===== src/rtl/vga_timing_25.sv =====
// VGA raster timing generator: h/v counters with x/y, sync, active and start pulses.
// Timing flags can be delayed LATENCY enabled cycles behind x/y to match a downstream pixel pipeline.
module vga_timing_25 #(
  parameter int H_ACTIVE = 640,
  parameter int H_FP     = 16,
  parameter int H_SYNC   = 96,
  parameter int H_BP     = 48,
  parameter int V_ACTIVE = 480,
  parameter int V_FP     = 10,
  parameter int V_SYNC   = 2,
  parameter int V_BP     = 33,
  parameter bit SYNC_POL = 1'b0,
  parameter int LATENCY  = 0
) (
  input  logic       clock,
  input  logic       reset_n,
  input  logic       enable,
  output logic [9:0] x,
  output logic [9:0] y,
  output logic       hsync,
  output logic       vsync,
  output logic       active,
  output logic       line_start,
  output logic       frame_start
);

  localparam int H_TOTAL = H_ACTIVE + H_FP + H_SYNC + H_BP;
  localparam int V_TOTAL = V_ACTIVE + V_FP + V_SYNC + V_BP;

  localparam logic [9:0]  H_MAX = 10'(H_TOTAL - 1);
  localparam logic [9:0]  V_MAX = 10'(V_TOTAL - 1);
  localparam logic [10:0] HA    = 11'(H_ACTIVE);
  localparam logic [10:0] HS0   = 11'(H_ACTIVE + H_FP);
  localparam logic [10:0] HS1   = 11'(H_ACTIVE + H_FP + H_SYNC);
  localparam logic [10:0] VA    = 11'(V_ACTIVE);
  localparam logic [10:0] VS0   = 11'(V_ACTIVE + V_FP);
  localparam logic [10:0] VS1   = 11'(V_ACTIVE + V_FP + V_SYNC);

  typedef struct packed {
    logic hs;
    logic vs;
    logic act;
    logic ls;
    logic fs;
  } tim_t;

  localparam tim_t IDLE = '{hs: ~SYNC_POL, vs: ~SYNC_POL, act: 1'b0, ls: 1'b0, fs: 1'b0};

  logic [9:0]  h_q, h_d;
  logic [9:0]  v_q, v_d;
  logic [10:0] h_ext, v_ext;
  tim_t        raw;
  tim_t        tim;

  always_comb begin
    h_d = h_q;
    v_d = v_q;
    if (enable) begin
      if (h_q == H_MAX) begin
        h_d = '0;
        v_d = (v_q == V_MAX) ? 10'd0 : v_q + 10'd1;
      end else begin
        h_d = h_q + 10'd1;
      end
    end
  end

  always_ff @(posedge clock or negedge reset_n) begin
    if (!reset_n) begin
      h_q <= '0;
      v_q <= '0;
    end else begin
      h_q <= h_d;
      v_q <= v_d;
    end
  end

  assign h_ext = {1'b0, h_q};
  assign v_ext = {1'b0, v_q};

  // v only moves on an h wrap, so vsync can only change while h is 0.
  always_comb begin
    raw     = IDLE;
    raw.act = (h_ext < HA) && (v_ext < VA);
    raw.hs  = ((h_ext >= HS0) && (h_ext < HS1)) ? SYNC_POL : ~SYNC_POL;
    raw.vs  = ((v_ext >= VS0) && (v_ext < VS1)) ? SYNC_POL : ~SYNC_POL;
    raw.ls  = (h_q == 10'd0);
    raw.fs  = (h_q == 10'd0) && (v_q == 10'd0);
  end

  generate
    if (LATENCY == 0) begin : g_nolat
      // Counters sit at (0,0) during reset, so the flags must be masked until release.
      assign tim = reset_n ? raw : IDLE;
    end else begin : g_pipe
      tim_t pipe_q [LATENCY];

      always_ff @(posedge clock or negedge reset_n) begin
        if (!reset_n) begin
          for (int i = 0; i < LATENCY; i++) pipe_q[i] <= IDLE;
        end else if (enable) begin
          pipe_q[0] <= raw;
          for (int i = 1; i < LATENCY; i++) pipe_q[i] <= pipe_q[i-1];
        end
      end

      assign tim = pipe_q[LATENCY-1];
    end
  endgenerate

  assign x           = h_q;
  assign y           = v_q;
  assign hsync       = tim.hs;
  assign vsync       = tim.vs;
  assign active      = tim.act;
  // Frozen stages would otherwise repeat a start pulse for every stalled cycle.
  assign line_start  = tim.ls & enable;
  assign frame_start = tim.fs & enable;

endmodule

===== config.mk =====
export PLATFORM = sky130hd
export DESIGN_NAME = vga_timing_25
export DESIGN_NICKNAME = d
export VERILOG_FILES = /design/src/rtl/vga_timing_25.sv
export SDC_FILE = /design/constraint.sdc
export NUM_CORES = 1
export LEC_CHECK = 0
export ABC_AREA = 1
export BUFFER_PORTS_ARGS = -buffer_cell sky130_fd_sc_hd__buf_4
export CAP_MARGIN = 20
export CORE_UTILIZATION = 53
export CTS_CLUSTER_DIAMETER = 150
export DETAILED_ROUTE_END_ITERATION = 12
export PLACE_DENSITY = 0.78
export RECOVER_POWER = 100
export SLEW_MARGIN = 25
export SYNTH_ARGS = -nofsm -noshare
export SYNTH_HDL_FRONTEND = slang
export SYNTH_SLANG_ARGS = --single-unit

===== constraint.sdc =====
create_clock -name clock -period 1.7 [get_ports clock]
set_clock_uncertainty 0.1 [all_clocks]
set_input_delay 0.34 -clock clock [delete_from_list [all_inputs] [get_ports clock]]
set_output_delay 0.34 -clock clock [all_outputs]
set_load 0.01 [all_outputs]

### After elaboration in Yosys (flattened, before gate mapping)

Cells that the tools add are included.

| storage, ports and cells | value |
|---|---|
| output and inout port bits | 25 |
| flip-flop bits (word level) | 20 |
| logic and storage cells | 26 |
| input bits | 3 |

| operators by class | value |
|---|---|
| multiplexer cells | 5 |
| equal/unequal tests | 2 |
| magnitude comparators | 6 |
| bitwise logic cells | 2 |
| add/subtract/negate cells | 2 |
| reduce and logical (&&, ||, !) cells | 7 |

Operators with widths:

| cell | count |
|---|---|
| $add 10x1->10 const B | 2 |
| $eq 10x10->1 const B | 2 |
| $logic_not 10->1 | 2 |
| $lt 10x10->1 const B | 2 |
| $lt 10x9->1 const B | 2 |
| $mux 10 | 2 |
| $ge 10x10->1 const B | 1 |
| $ge 10x9->1 const B | 1 |
| $mux 5 | 1 |
| $logic_and 1x1->1 | 4 |
| $and 1x1->1 | 2 |
| $mux 1 | 2 |
| $reduce_and 2->1 | 1 |

### Depth between registers and ports, before layout

| logic depth | value |
|---|---|
| depth in word-level cells | 5 |
| gate-level depth with buffers | 8 |
| gate-level depth less buffers | 8 |

### Least setup slack after synthesis

OpenSTA, ideal clock, no wires.

| path | value |
|---|---|
| path type | register -> output |
| from | register h_q[0], in the netlist x[0] |
| to | output frame_start |
| arrival | 1.196 ns |
| buffers on the path | 0 |
| data required time | 1.260 ns |
| slack | 0.064 ns |
| stages on the path, launching flop included | 7 |
| path through | dfrtp_1 inv_1 ha_1 nand2_1 nor3_1 nand4_1 nor3_1 |

| between the ends | value |
|---|---|
| longest elaborated chain between the ends | 4 |

Ends and longest elaborated chain:

| what | line | RTL |
|---|---|---|
| from (decl) | 49 | `logic [9:0] h_q, h_d;` |
| from (signal assigned) | 70 | `h_q <= '0;` |
| from (signal assigned) | 73 | `h_q <= h_d;` |
| $logic_not 10->1 | 88 | `raw.fs = (h_q == 10'd0) && (v_q == 10'd0);` |
| $logic_and 1x1->1 | 88 |  |
| $mux 5 | 94 | `assign tim = reset_n ? raw : IDLE;` |
| $and 1x1->1 | 118 | `assign frame_start = tim.fs & enable;` |
| to (decl) | 24 | `output logic frame_start` |

No other way between the ends.

### Worst setup path in the final report

Ends and elaborated chain as after synthesis.

==> results.md <==
* Least-Margin Pin Slew at 0.515 ns
* Starting Density at 57.3%
* Final worst slack at -0.466 ns
* Crit-path slowest cell: dfrtp_1
* Total power at 2.01 mW
* CTS tree: built
* Post-route setup TNS at -1.87 ns
* CTS buffer count at 3
* Final setup fails at 12
* Clock root buffer: clkbuf_4
* Post-DP HPWL at 2.38 mm
* First-pass GRT wire length at 5.96 mm
* Initial antenna violation count at 0
* Synth Cell Area at 0.00129 mm2
* Final hold vios at 0
* Routability cong. at 0.863
* Die area at 0.00264 mm2
* Critical Path Start Type: flop
* Fill count at 119
* Mux cell area share after synthesis at 0%
* Post-synthesis adder-cell area fraction at 3.88%
* Avg WL per Cell at 17.9 um
* Vias in the first global route at 1345
* Tcrit/Tclk final at 127%
* I/O pin cnt at 28
* CP top delay family: simple AND/OR/NAND/NOR gates
* Synth cell count leaders: nand2_1 (27), inv_1 (23), dfrtp_1 (20)
* Mapped Cells at 161
* Mean Syn Cell Area at 8.02 um2
* Power Dens Cells at 1050 mW/mm2
* Setup crit start: x[0]
* FF-to-FF End: y[4]
* Pleak at 0.953 nW
* Critical Path Fanout Max at 2
* Row count at 17
* Ys flop type: dfrtp_1
* RSZ-0062 raised after global routing: true
* Cells on worst reg2reg path at 8
* Buffers on Ports at 27
* Max VDD drop at 0.00101 V
* R2R Path Start: x[0]
* Die height at 51.4 um
* Max_cap viols at 0
* Worst skew pair latency at 0.31 ns
* Core Util, Final at 85.3%
* Area share of the largest cell type after synthesis at 38.8%
* Placed insts at 230
* Crit path kind: reg2out
* #FFs+latches synth at 20
* Simple-gate area share of the yosys netlist at 34.8%
* Levels on crit path at 7
* Worst min-delay path category: in2reg
* CP Buf/Inv Count at 2
* Grt total ovfl at 0
* Clock Pin Slew Worst Setup and Hold Paths at 0.13 ns
* CTS sink count at 20
* Yosys top cell by area: dfrtp_1
* Compound-gate portion of the synthesized area at 7.85%
* Most frequent cell after synthesis: nand2_1
* Max-slew violations at 0
* Global Route Usage Sum at 30.2%
* Final ANT Viol Nets at 0
* Largest family of logic cells by synthesized area: simple AND/OR/NAND/NOR gates
* Max H-tree Level at 1
* Asr flop ratio synth at 100%
* Max clock buf depth at 2
* Synth cell types at 23
* Top cells by area, synth: dfrtp_1 (39%), nand2_1 (7.8%), xor2_1 (6.8%)
* Largest net degree at the start of global routing at 21
* Die Wd at 51.4 um
* DRC Markers at 0
* Layout cells sized above 1 at 45.2%
* Post-synthesis xor/xnor area fraction at 6.78%
* Area after DPL at 0.00164 mm2
* Core box area at 0.00225 mm2
* Critical Path AT at 1.73 ns
* DRT iter0 DRCs at 89
* Multi-input logic area at 801 um2
* Seq. cell area at 503 um2
* Slew headroom at 65.7%
* Number of flops mapped to enable cells by yosys at 0
* CP Capture Type: output pin
* Tmin final at 2.17 ns
* Initial DRT Pass Iterations at 4
* Max stage delay on crit path at 0.43 ns
* Via Count at 1451
* Failing checks: setup timing
* Post-DR vias/cell at 5.83
* Post-route cell area at 0.00192 mm2
* Setup slack, reg-to-reg at -0.12 ns
* Area growth from synthesis to layout at 48.9%
* Non-filler instance count after layout at 249
* Yosys warns at 0
* Critical path endpoint: frame_start
* Outcome: complete, but fails checks
* Max Fclk at 462 MHz
* ANT cells at 0
* WL final at 4.46 mm
* Crit path cell chain: inv_2 -> ha_4 -> nand2_4 -> nor3_4 -> nand4_1 -> nor3_2 -> buf_4
* Final net count at 229
* Seq/Total Area, Yosys at 38.8%
* Worst EP required at 1.26 ns
* Syn nets at 168
-- worst reg2reg max path, delay by kind of cell, from the launching register on --
kind / cells / cell delay, ns
fa+ha+maj: 1 / 0.21
compound gates: 1 / 0.25
buf+inv: 4 / 0.56
simple gates: 2 / 0.21
flops: 1 / 0.41
-- layout make-up --
cell class / count / area share (%)
multi-input cells: 114 / 41.6
flip-flops and latches: 20 / 26.2
repair buffers: 57 / 22.4
inverters: 26 / 5.20
well taps: 28 / 1.82
clock inverters: 1 / 1.56
clock buffers: 3 / 1.17
-- metal layers --
layer	GRT usage [%]	up-vias	wire, um
li1	-	637	-
met1	37.9	693	1740
met2	54.3	102	2270
met3	3.27	19	298
met4	7.66	0	151
met5	0	-	0
-- flip-flops by register name, indices dropped and copies added, names as in the netlist --
signal / flops
y: 10
x: 10
-- repair_timing --
item,CTS,global route
endpoints found under the setup margin,5,8
hold endpoints to repair,20,0
gates resized for setup,22,20
pin swaps,3,11
setup buffers,9,8
hold buffers,1,0
-- cell families (layout without fill, tap and decap cells) --
family | Yosys count | count (layout)
AOI/OAI and AO/OA | 17 | 17
xor gates and xnor gates | 10 | 10
adders and majority gates | 4 | 4
buffers and inverters | 27 | 87
DFF | 20 | 20
and+or+nand+nor | 83 | 83
-- worst min path at each step --
stage	from	end	slack, ns	depth (start not counted)
final	enable	x[1]	0.26	2
after global routing	enable	x[1]	0.23	2
after CTS	enable	x[1]	0.23	2
after detailed placement	reset_n	x[1]	0.26	2
after global placement	reset_n	x[1]	0.26	2
after floorplan	reset_n	x[0]	-0.06	0
-- power by group --
part	total (mW)	switching, mW	internal (mW)
combinational	0.913	0.510	0.403
clock	0.409	0.170	0.238
sequential	0.689	0.116	0.573
-- through the flow --
| step | hold WS, ns | setup slack, ns |
|---|---|---|
| 6_report | 0.262 | -0.466 |
| 5_1_grt | 0.234 | -0.515 |
| 4_1_cts | 0.226 | -0.344 |
| 3_5_place_dp | 0.265 | -0.0316 |
| 3_3_place_gp | 0.255 | 0.0583 |
| 2_1_floorplan | -0.0556 | 0.0635 |
-- placed cells by master (no fill, tap or decap), drive strengths merged --
cell,netlist,routed
dlygate4sd3,0,1
inv,26,26
a21oi,2,2
nand4,3,3
ha,4,4
bufinv,0,1
nand2,31,31
o21bai,2,2
nor3b,1,1
nor2,22,22
o2111ai,1,1
xor2,10,10
o21ai,12,12
nand3,18,18
buf,1,51
clkbuf,0,8
nor3,8,8
dfrtp,20,20
Power figures use the tool's default switching activity.
